$ cat config.mk
export PLATFORM = sky130hd
export DESIGN_NAME = i2s_rx_param
export DESIGN_NICKNAME = d
export VERILOG_FILES = /design/src/rtl/i2s_rx_param.sv
export SDC_FILE = /design/constraint.sdc
export NUM_CORES = 1
export LEC_CHECK = 0
export ABC_AREA = 0
export CELL_PAD_IN_SITES_DETAIL_PLACEMENT = 1
export CELL_PAD_IN_SITES_GLOBAL_PLACEMENT = 1
export CORE_ASPECT_RATIO = 1.2
export CORE_MARGIN = 2
export CORE_UTILIZATION = 35
export DETAILED_ROUTE_END_ITERATION = 10
export HOLD_SLACK_MARGIN = 0.1
export PLACE_DENSITY_LB_ADDON = 0.1
export SLEW_MARGIN = 20
export SYNTH_ARGS = -nofsm -noshare
export SYNTH_HDL_FRONTEND = slang
export SYNTH_SLANG_ARGS = --single-unit
$ cat constraint.sdc
create_clock -name clk -period 4.3 [get_ports clk]
set_input_delay 0.86 -clock clk [delete_from_list [all_inputs] [get_ports clk]]
set_output_delay 0.86 -clock clk [all_outputs]
set_load 0.02 [all_outputs]
$ cat src/rtl/i2s_rx_param.sv
`timescale 1ns/1ps
// i2s_rx_param: I2S / left-justified receiver oversampled in the clk domain, with a paired L/R valid strobe.
// Optional short-slot error counter is enabled by defining I2S_RX_ERR_CNT_EN.
module i2s_rx_param #(
    parameter int DATA_W  = 16,
    parameter int LJ_MODE = 0
) (
    input  logic              clk,
    input  logic              rst_n,
    input  logic              bck,
    input  logic              lrck,
    input  logic              dat,
    output logic [DATA_W-1:0] outl,
    output logic [DATA_W-1:0] outr,
    output logic              valid
`ifdef I2S_RX_ERR_CNT_EN
    ,
    output logic [7:0]        err_cnt
`endif
);

    localparam logic [0:0] ST_SYNC = 1'b0;
    localparam logic [0:0] ST_RUN  = 1'b1;
    localparam logic [6:0] DW      = 7'(DATA_W);

    logic [2:0] bck_sync_reg;
    logic [1:0] lrck_sync_reg;
    logic [1:0] dat_sync_reg;
    logic       bck_rise;
    logic       lrck_s;
    logic       dat_s;

    always_ff @(posedge clk or negedge rst_n) begin
        if (!rst_n) begin
            bck_sync_reg  <= '0;
            lrck_sync_reg <= '0;
            dat_sync_reg  <= '0;
        end else begin
            bck_sync_reg  <= {bck_sync_reg[1:0], bck};
            lrck_sync_reg <= {lrck_sync_reg[0], lrck};
            dat_sync_reg  <= {dat_sync_reg[0], dat};
        end
    end

    assign bck_rise = bck_sync_reg[1] & ~bck_sync_reg[2];
    assign lrck_s   = lrck_sync_reg[1];
    assign dat_s    = dat_sync_reg[1];

    logic [0:0]        state_reg;
    logic              primed_reg;
    logic              lrck_prev_reg;
    logic [5:0]        slot_k_reg;
    logic [DATA_W-1:0] word_reg;
    logic              commit_l_reg;
    logic              commit_r_reg;
    logic [DATA_W-1:0] commit_word_reg;
    logic              have_l_reg;

    logic              boundary;
    logic [5:0]        k_next;
    logic [6:0]        bit_n;
    logic              capture;
    logic [DATA_W-1:0] word_next;

    // Slot bit index k for this rise; bit_n wraps to 127 for k=0 in I2S mode, which is never captured.
    always_comb begin
        boundary = (lrck_s != lrck_prev_reg);
        if (boundary)
            k_next = 6'd0;
        else if (slot_k_reg == 6'd63)
            k_next = slot_k_reg;
        else
            k_next = slot_k_reg + 6'd1;
        bit_n   = (LJ_MODE != 0) ? {1'b0, k_next} : ({1'b0, k_next} - 7'd1);
        capture = (bit_n < DW);
    end

    // Bits land at their final left-aligned position, so a short slot leaves zero LSBs.
    for (genvar gi = 0; gi < DATA_W; gi++) begin : g_word
        assign word_next[DATA_W-1-gi] = (capture && bit_n == 7'(gi)) ? dat_s :
                                        (boundary ? 1'b0 : word_reg[DATA_W-1-gi]);
    end

`ifdef I2S_RX_ERR_CNT_EN
    logic [5:0] nbits_reg;
    logic [5:0] nbits_next;
    logic       commit_short_reg;

    assign nbits_next = (boundary ? 6'd0 : nbits_reg) + {5'd0, capture};
`endif

    always_ff @(posedge clk or negedge rst_n) begin
        if (!rst_n) begin
            state_reg       <= ST_SYNC;
            primed_reg      <= 1'b0;
            lrck_prev_reg   <= 1'b0;
            slot_k_reg      <= '0;
            word_reg        <= '0;
            commit_l_reg    <= 1'b0;
            commit_r_reg    <= 1'b0;
            commit_word_reg <= '0;
`ifdef I2S_RX_ERR_CNT_EN
            nbits_reg        <= '0;
            commit_short_reg <= 1'b0;
`endif
        end else begin
            commit_l_reg <= 1'b0;
            commit_r_reg <= 1'b0;
            if (bck_rise) begin
                lrck_prev_reg <= lrck_s;
                primed_reg    <= 1'b1;
                // The first rise only primes lrck_prev; the next boundary starts the first full slot.
                if (state_reg == ST_RUN || (primed_reg && boundary)) begin
                    state_reg  <= ST_RUN;
                    slot_k_reg <= k_next;
                    word_reg   <= word_next;
`ifdef I2S_RX_ERR_CNT_EN
                    nbits_reg  <= nbits_next;
`endif
                end
                if (state_reg == ST_RUN && boundary) begin
                    commit_l_reg    <= ~lrck_prev_reg;
                    commit_r_reg    <= lrck_prev_reg;
                    commit_word_reg <= word_reg;
`ifdef I2S_RX_ERR_CNT_EN
                    commit_short_reg <= ({1'b0, nbits_reg} < DW);
`endif
                end
            end
        end
    end

    // Output stage: one register after the commit decision gives a fixed 4-clk pin-to-output latency.
    always_ff @(posedge clk or negedge rst_n) begin
        if (!rst_n) begin
            outl       <= '0;
            outr       <= '0;
            valid      <= 1'b0;
            have_l_reg <= 1'b0;
`ifdef I2S_RX_ERR_CNT_EN
            err_cnt    <= '0;
`endif
        end else begin
            valid <= 1'b0;
            if (commit_l_reg) begin
                outl       <= commit_word_reg;
                have_l_reg <= 1'b1;
            end
            if (commit_r_reg) begin
                outr       <= commit_word_reg;
                valid      <= have_l_reg;
                have_l_reg <= 1'b0;
            end
`ifdef I2S_RX_ERR_CNT_EN
            if ((commit_l_reg || commit_r_reg) && commit_short_reg && err_cnt != 8'hFF)
                err_cnt <= err_cnt + 8'd1;
`endif
        end
    end

endmodule

==> results of run 1 <==
-- cell usage in the layout (no fill, tap or decap), drive strengths merged, types with 4 or more instances in the layout --
cell	n
o311ai	7
nand2	24
dfrtp	84
buf	4
o211ai	4
clkbuf	11
nor2	10
mux2	48
inv	8
or4	7
clkdlybuf4s50	36
o21ai	9
a21oi	8
nand2b	5
nand3	19
-- final timing paths --
path	from	endpoint	slack, ns	cells after the start
hold reg to reg	lrck_sync_reg[0]	lrck_sync_reg[1]	0.35	0
hold / removal	lrck_sync_reg[0]	lrck_sync_reg[1]	0.35	0
setup / recovery	slot_k_reg[0]	word_reg[13]	1.14	6
setup reg to reg	slot_k_reg[0]	word_reg[13]	1.14	6
max in group asynchronous	rst_n	slot_k_reg[0]	2.89	2
min in group asynchronous	rst_n	commit_word_reg[5]	0.59	1
-- report_power, final --
group	total [uW]	internal, uW	switching [uW]
Combinational	618	303	315
Sequential	1100	964	131
Clock	729	441	287
-- stage by stage --
step | hold slack, ns | power (uW) | worst slack [ns] | std cells | utilization (%)
detailed placement | 0.3356 | 1738 | 1.176 | 448 | 40.73
global route | 0.3538 | 2594 | 0.8211 | 461 | 43.42
floorplan | 0.3312 | 1476 | 1.937 | 300 | -
global placement | 0.3340 | 1719 | 1.264 | 448 | 40.73
finish | 0.3459 | 2442 | 1.135 | 461 | 43.42
CTS | 0.3490 | 2480 | 1.149 | 461 | 43.42
-- cell families after synthesis --
logic type / synth area share (%)
compound gates: 11.52
simple gates: 11.79
mux: 14.80
flops: 57.57
xor+xnor: 0.9255
buf+inv: 3.050
fa+ha+maj: 0.3426
-- metal layers --
| layer | wire, um | GRT usage (%) | vias to the layer above |
|---|---|---|---|
| met5 | 0 | 0 | - |
| met4 | 133 | 5.926 | 0 |
| met3 | 198 | 3.317 | 11 |
| met2 | 3620 | 23.94 | 30 |
| met1 | 3741 | 19.67 | 1229 |
| li1 | - | - | 1160 |
-- cell usage after synthesis (2+ instances only) --
cell type / n
or4_1: 7
nand2b_1: 5
dfrtp_1: 84
o211ai_1: 4
o32ai_1: 3
a31oi_1: 2
nor3_1: 2
or3_1: 2
nand3_1: 18
o311ai_0: 7
a211o_1: 3
mux2_2: 48
nand2_1: 23
o21ai_0: 8
nor3b_1: 2
nand4_1: 3
nor2b_1: 2
nor2_1: 9
a21oi_1: 8
and3_1: 3
buf_2: 5
clkbuf_1: 12
o22ai_1: 3
inv_1: 8
a211oi_1: 3
-- area by class of cell --
class,instances,area (sq um)
clock buffers,11,232.7
well taps,126,157.7
fillers,1087,5720
inverters,8,30.03
clock inverters,2,38.79
repair buffers,40,390.4
flip-flops and latches,84,2102
multi-input cells,190,1438
==> key figures, run 1 <==
Critical path
  • Top delay family on crit path: simple AND/OR/NAND/NOR gates
  • Crit Path Category: register to register
  • CP max-delay cell: o211ai_1
  • CP Cell Sequence: ha_1 -> nand2_1 -> o211ai_1 -> xnor2_1 -> or4_1 -> nand3_1
  • Endpoint type of the worst setup path: register
  • Startpoint Class: register
  • Critical path required time: 4.56 ns
  • Bufs and invs on worst path: 0
  • Crit path max fanout: 13
  • CP Data Arrival Time: 3.43 ns
  • Largest stage delay on the critical path: 0.81 ns

Routing
  • Number of remaining DRC errors: 0
  • Vias after detailed routing: 2,430
  • Initial DRT Pass Iterations: 4
  • DRT iter0 DRCs: 71
  • DRT Wirelength: 7694 um
  • Avg Vias per Cell: 5.271
  • DR WL/cell: 16.69 um
  • Antenna viol nets, final: 0

Clocking
  • Max Root-Sink Buffers: 2
  • CTS Buf Count: 9
  • Worst-Skew Late Latency: 0.33 ns
  • Hold-fix buffers, CTS: 0
  • Clock Sinks: 84
  • CTS tree: done
  • Setup bufs post-CTS: 0
  • CTS clk-pin slew, worst paths: 0.06 ns
  • H-tree depth: 3
  • Post-cts resize count: 0
  • Clock Tree Root: clkbuf_16

Die
  • Rows: 40
  • Die area: 0.01127 sq mm
  • I/O pins: 38
  • Core region area: 0.01011 sq mm
  • DIE WIDTH: 97.24 um
  • Die H: 115.9 um
  • Initial cell density of the core: 36.11%

Finish
  • Layout cell share with drive strength beyond 1: 21.19%
  • Ant. Diodes: 0
  • Final net count: 339
  • P&R area growth vs syn: 20.22%
  • Fin area: 0.004389 sq mm

Flow run
  • Max Cap Violations: 0

Hold path
  • Hold WC Path Type: register to register

Yosys
  • Synth top area share: 57.57%
  • Fraction of registers with async set/reset: 100.0%
  • Top_reg_cell synth: dfrtp_1
  • Syn nets: 306
  • Synth area leader: dfrtp_1
  • Syn Area/Cell: 12.17 sq um
  • Sequential element share of the synthesized area: 57.57%
  • Post-synth cell types: 51
  • Synthesis warning total: 0
  • Cell count after synthesis: 300
  • #FFs+latches synth: 84
  • EDFF count, synth: 0
  • Synth top area cells: dfrtp_1 (58%), mux2_2 (15%), nand3_1 (2.5%), nand2_1 (2.4%), o311ai_0 (1.7%)
  • Synthesized area: 0.003651 sq mm

Timing
  • Setup_tns: 0 ns
  • RSZ-0062 raised after global routing: no
  • Worst Skew: 0.003370 ns
  • Fin crit period: 3.165 ns
  • Final setup viols: 0
  • Worst-margin pin slew: 0.9563 ns
  • Pins over their slew limit: 0
  • Relative slew slack: 35.96%
  • Fmax: 316.0 MHz
  • Hold Fails Final Rpt: 0
  • Period utilization: 73.60%

Global routing
  • Total track usage: 14.84%
  • Number of global-route vias before repair: 2,496
  • Largest net degree at the start of global routing: 62
  • First-pass GRT wire length: 13,200 um
  • Grt total ovfl: 0
  • Initial antenna violation count: 0

Pwr
  • Maximum vdd ir drop: 0.0001796 V
  • Pwr dens: 556.4 mW/mm^2
  • Leakage: 0.001867 uW

Placement
  • Placed Area: 0.004118 sq mm
  • Buffers on Ports: 37
  • Routability congestion estimate from global placement: 0.7210
  • Detail Placement HPWL: 5069 um

Outcome
  • Status: finished clean
(Power assumes the default switching activity.)
==> run 2, diff against run 1 <==
- clock period: 4.3 -> 2.61 ns (I/O delays scaled with it)
==> key figures, run 2 (synthesis gave the netlist of run 1 again) <==
Outcome
  • Status: finished clean

Pwr
  • Pwr dens: 918.1 mW/mm^2
  • Sw frac: 29.96%
  • Leakage: 0.001934 uW
  • Internal power: 2893 uW
  • P_sw: 1238 uW
  • Seq pwr share: 43.1%
  • Combinational share of power: 26.7%
  • Maximum vdd ir drop: 0.0002958 V
  • Clock Power Share: 30.2%
  • Total power: 4131 uW

Global routing
  • Total track usage: 15.19%
  • Met1 Use GR: 20.09%
  • Grt total ovfl: 0
  • First-pass GRT wire length: 13,630 um
  • Met2 Track Usage GR: 25.23%
  • Largest net degree at the start of global routing: 54
  • Number of global-route vias before repair: 2,616
  • Initial antenna violation count: 0
  • GR met3 Demand/Resource: 2.895%
  • Most Crowded Layer GR: met2

Routing
  • Vias after detailed routing: 2,499
  • Antenna viol nets, final: 0
  • DRT iter0 DRCs: 91
  • Number of remaining DRC errors: 0
  • Initial DRT Pass Iterations: 4
  • Avg Vias per Cell: 5.294
  • DR WL/cell: 16.48 um
  • DRT Wirelength: 7779 um

Die
  • DIE WIDTH: 97.24 um
  • Core region area: 0.01011 sq mm
  • Die area: 0.01127 sq mm
  • Die H: 115.9 um
  • I/O pins: 38
  • Rows: 40
  • Initial cell density of the core: 36.11%

Finish
  • P&R area growth vs syn: 23.24%
  • Commonest non-fill, non-tap cell in the layout: dfrtp_1
  • Layout cell share with drive strength beyond 1: 24.57%
  • Final non-filler cell total: 472
  • Most frequent cells in the layout: dfrtp_1 (84), mux2_2 (48), clkdlybuf4s50_1 (36), nand2_1 (23), nand3_1 (18)
  • Fill cells: 1,084
  • Final net count: 348
  • Ant. Diodes: 0
  • Multi-input gate area: 0.001448 sq mm
  • Sequential cell area: 0.002102 sq mm

Clocking
  • Setup bufs post-CTS: 0
  • CTS Buf Count: 9
  • Max Root-Sink Buffers: 2
  • CTS tree: done
  • H-tree depth: 3
  • Clock Sinks: 84
  • Clock Tree Root: clkbuf_16
  • Worst-Skew Late Latency: 0.33 ns
  • CTS clk-pin slew, worst paths: 0.06 ns

Critical path
  • Critical path required time: 2.83 ns
  • CP Data Arrival Time: 2.58 ns
  • Largest stage delay on the critical path: 0.43 ns
  • CP Cell Sequence: ha_2 -> nand2_1 -> o41a_4 -> a22oi_2 -> a32oi_1 -> nand2b_1 -> o32ai_1
  • Startpoint Class: register
  • Crit Path Category: register to register
  • Crit path max fanout: 9
  • CP max-delay cell: o41a_4
  • Endpoint type of the worst setup path: register

Timing
  • Fin crit period: 2.358 ns
  • Relative slew slack: 47.37%
  • Final setup viols: 0
  • Hold Fails Final Rpt: 0
  • Period utilization: 90.34%
  • Worst-margin pin slew: 0.7894 ns
  • Pins over their slew limit: 0
  • Fmax: 424.1 MHz
  • Hold_ws: 0.1343 ns
  • Worst Skew: 0.005932 ns
  • Setup_tns: 0 ns
  • RSZ-0062 raised after global routing: no

Placement
  • Routability congestion estimate from global placement: 0.8573
  • Detail Placement HPWL: 5379 um
  • Number of placed instances, taps included: 457
  • Buffers on Ports: 37

Flow run
  • Max Cap Violations: 0

Hold path
  • Hold WC Path Type: input pin to asynchronous set/reset pin
[run 2: through the flow]
step	setup WS (ns)	area, sq um	util, %
6_report	0.2521	4499	44.51
3_5_place_dp	0.1930	4198	41.52
3_3_place_gp	0.2246	4198	41.52
2_1_floorplan	0.2469	3651	-
4_1_cts	0.1757	4489	44.41
5_1_grt	0.1028	4499	44.51
[run 2: cell type report]
class / instances / area share [%]
clock buffers: 11 / 5.395
well taps: 126 / 3.504
repair buffers: 49 / 10.46
multi-input cells: 190 / 32.17
inverters: 8 / 0.6674
flip-flops and latches: 84 / 46.72
clock inverters: 4 / 1.085
[run 2: layer usage]
layer / vias to the layer above / part of all wire [%]
met5: - / 0
met4: 0 / 1.6
met3: 8 / 2.7
met2: 37 / 48
met1: 1275 / 48
li1: 1179 / -
[run 2: power by group through the flow]
stage               logic (uW)  clock network [uW]  registers (uW)
finish                    1100                1250            1780
global route              1210                1340            1840
CTS                       1110                1290            1790
detailed placement        1100                   0            1810
global placement          1080                   0            1790
floorplan                  536                   0            1900
[run 2: path summary, 6_finish.rpt]
check	startpoint	to	slack, ns	cells after the start
setup / recovery	slot_k_reg[1]	word_reg[1]	0.25	7
hold / removal	rst_n	outr[5]	0.13	1
setup reg to reg	slot_k_reg[1]	word_reg[1]	0.25	7
hold reg to reg	dat_sync_reg[0]	dat_sync_reg[1]	0.35	0
max in group asynchronous	rst_n	commit_word_reg[12]	1.85	2
min in group clk	dat_sync_reg[0]	dat_sync_reg[1]	0.35	0
[run 2: worst max-delay path: cells and delay by family, from the launching register on]
family	cells	cell delay (ns)
compound gates	4	1.19
simple gates	2	0.44
flops	1	0.35
fa+ha+maj	1	0.27
[run 2: repair_timing]
item / 4_1_cts / 5_1_grt
hold buffers: 0 / 0
setup endpoints to repair: 0 / 7
gates resized for setup: 0 / 3
==> run 3, diff against run 2 <==
- CORE_UTILIZATION: 35 -> 39
- clock period: 2.61 -> 2.8 ns (I/O delays scaled with it)
==> key figures, run 3 (synthesis gave the netlist of run 1 again) <==
Critical path
  • CP startpoint: slot_k_reg[1]
  • Startpoint Class: register
  • Critical path required time: 3.02 ns
  • CP Cell Sequence: ha_1 -> nand2_1 -> o41a_4 -> a22oi_2 -> a211o_1 -> or4_1 -> nand3_1
  • CP Data Arrival Time: 2.80 ns
  • Top delay family on crit path: compound AO/OA/AOI/OAI gates
  • Crit path max fanout: 9
  • Crit Path Category: register to register
  • Endpoint type of the worst setup path: register
  • CP max-delay cell: dfrtp_1
  • Largest stage delay on the critical path: 0.49 ns
  • Worst r2r src: slot_k_reg[1]
  • Bufs and invs on worst path: 0

Clocking
  • Post-cts resize count: 0
  • Setup bufs post-CTS: 0
  • H-tree depth: 3
  • CTS clk-pin slew, worst paths: 0.09 ns
  • CTS Buf Count: 9
  • Clock Sinks: 84
  • CTS tree: done
  • Worst-Skew Late Latency: 0.35 ns
  • Clock Tree Root: clkbuf_8
  • Hold-fix buffers, CTS: 0
  • Max Root-Sink Buffers: 2

Global routing
  • Total track usage: 16.37%
  • Grt total ovfl: 0
  • Number of global-route vias before repair: 2,469
  • Initial antenna violation count: 0
  • Largest net degree at the start of global routing: 51
  • First-pass GRT wire length: 12,980 um

Placement
  • Detail Placement HPWL: 5282 um
  • Placed Area: 0.004183 sq mm
  • Buffers on Ports: 37
  • Pre-CTS setup slack: 0.2373 ns
  • Number of placed instances, taps included: 450
  • Routability congestion estimate from global placement: 0.8507

Routing
  • Avg Vias per Cell: 5.309
  • DRT Wirelength: 7489 um
  • Number of remaining DRC errors: 0
  • Vias after detailed routing: 2,474
  • Initial DRT Pass Iterations: 4
  • Antenna viol nets, final: 0
  • DR WL/cell: 16.07 um
  • DRT iter0 DRCs: 114

Finish
  • P&R area growth vs syn: 20.12%
  • Final net count: 347
  • Ant. Diodes: 0
  • Final non-filler cell total: 466
  • Layout cell share with drive strength beyond 1: 24.57%
  • Fin area: 0.004385 sq mm
  • Commonest non-fill, non-tap cell in the layout: dfrtp_1
  • Most frequent cells in the layout: dfrtp_1 (84), mux2_2 (48), clkdlybuf4s50_1 (36), nand2_1 (23), nand3_1 (18)

Flow run
  • Max Cap Violations: 0

Timing
  • Hold_ws: 0.2216 ns
  • RSZ-0062 raised after global routing: no
  • Worst Skew: 0.009242 ns
  • Setup_tns: 0 ns
  • Fin crit period: 2.577 ns
  • Pins over their slew limit: 0
  • Final setup viols: 0
  • Period utilization: 92.05%
  • Relative slew slack: 49.17%
  • Hold Fails Final Rpt: 0
  • Fmax: 388.0 MHz
  • Worst-margin pin slew: 0.7625 ns
  • Final WS setup: 0.2225 ns

Pwr
  • P_sw: 1143 uW
  • Leakage: 0.001879 uW
  • Clock Power Share: 23.8%
  • Combinational share of power: 28.5%
  • Maximum vdd ir drop: 0.0002903 V
  • Sw frac: 32.70%
  • Seq pwr share: 47.7%
  • Internal power: 2353 uW
  • Pwr dens: 797.1 mW/mm^2

Die
  • Initial cell density of the core: 40.20%
  • DIE WIDTH: 92.33 um
  • Die H: 110.0 um
  • Rows: 38
  • Die area: 0.01015 sq mm
  • Core region area: 0.009081 sq mm
  • I/O pins: 38

Hold path
  • Hold WC Path Type: input pin to asynchronous set/reset pin

Outcome
  • Status: finished clean
[run 3: worst paths after layout]
path	end	slack, ns	depth (start not counted)
worst max-delay path	word_reg[6]	0.22	7
worst min-delay path	outr[2]	0.22	1
worst max register to register	word_reg[6]	0.22	7
worst min register to register	lrck_sync_reg[1]	0.35	0
max in group asynchronous	word_reg[12]	1.96	2
min in group clk	lrck_sync_reg[1]	0.35	0
[run 3: final cells by class]
type | instances | area [sq um]
clock buffer | 11 | 151.4
fill | 968 | 4696
tap | 120 | 150.1
sequential | 84 | 2102
multi-input combinational | 190 | 1445
timing repair buffer | 48 | 462.9
clock inverter | 5 | 43.79
inverter | 8 | 30.03
[run 3: metal layers]
metal	share of wire (%)	global-route usage, %
met3	3.1	3.875
met4	1.2	4.478
met2	49	26.49
met5	0	0
met1	47	22.29
[run 3: worst reg2reg max path: cells and delay by family, from the launching register on]
| family | cells | cell delay, ns |
|---|---|---|
| AOI/OAI and AO/OA | 3 | 1.11 |
| adders and majority gates | 1 | 0.37 |
| DFF | 1 | 0.49 |
| and+or+nand+nor | 3 | 0.48 |
[run 3: through the flow]
step	total power, uW	utilization (%)
detailed placement	2705	46.06
floorplan	2267	-
global route	3715	48.29
finish	3496	48.29
global placement	2674	46.06
CTS	3543	48.21
[run 3: power by group through the flow]
| stage | logic, uW | registers, uW | clock network, uW |
|---|---|---|---|
| after global placement | 987 | 1690 | 0 |
| final | 997 | 1670 | 830 |
| after global routing | 1090 | 1720 | 907 |
| after detailed placement | 1000 | 1700 | 0 |
| after CTS | 1010 | 1680 | 859 |
| after floorplan | 499 | 1770 | 0 |
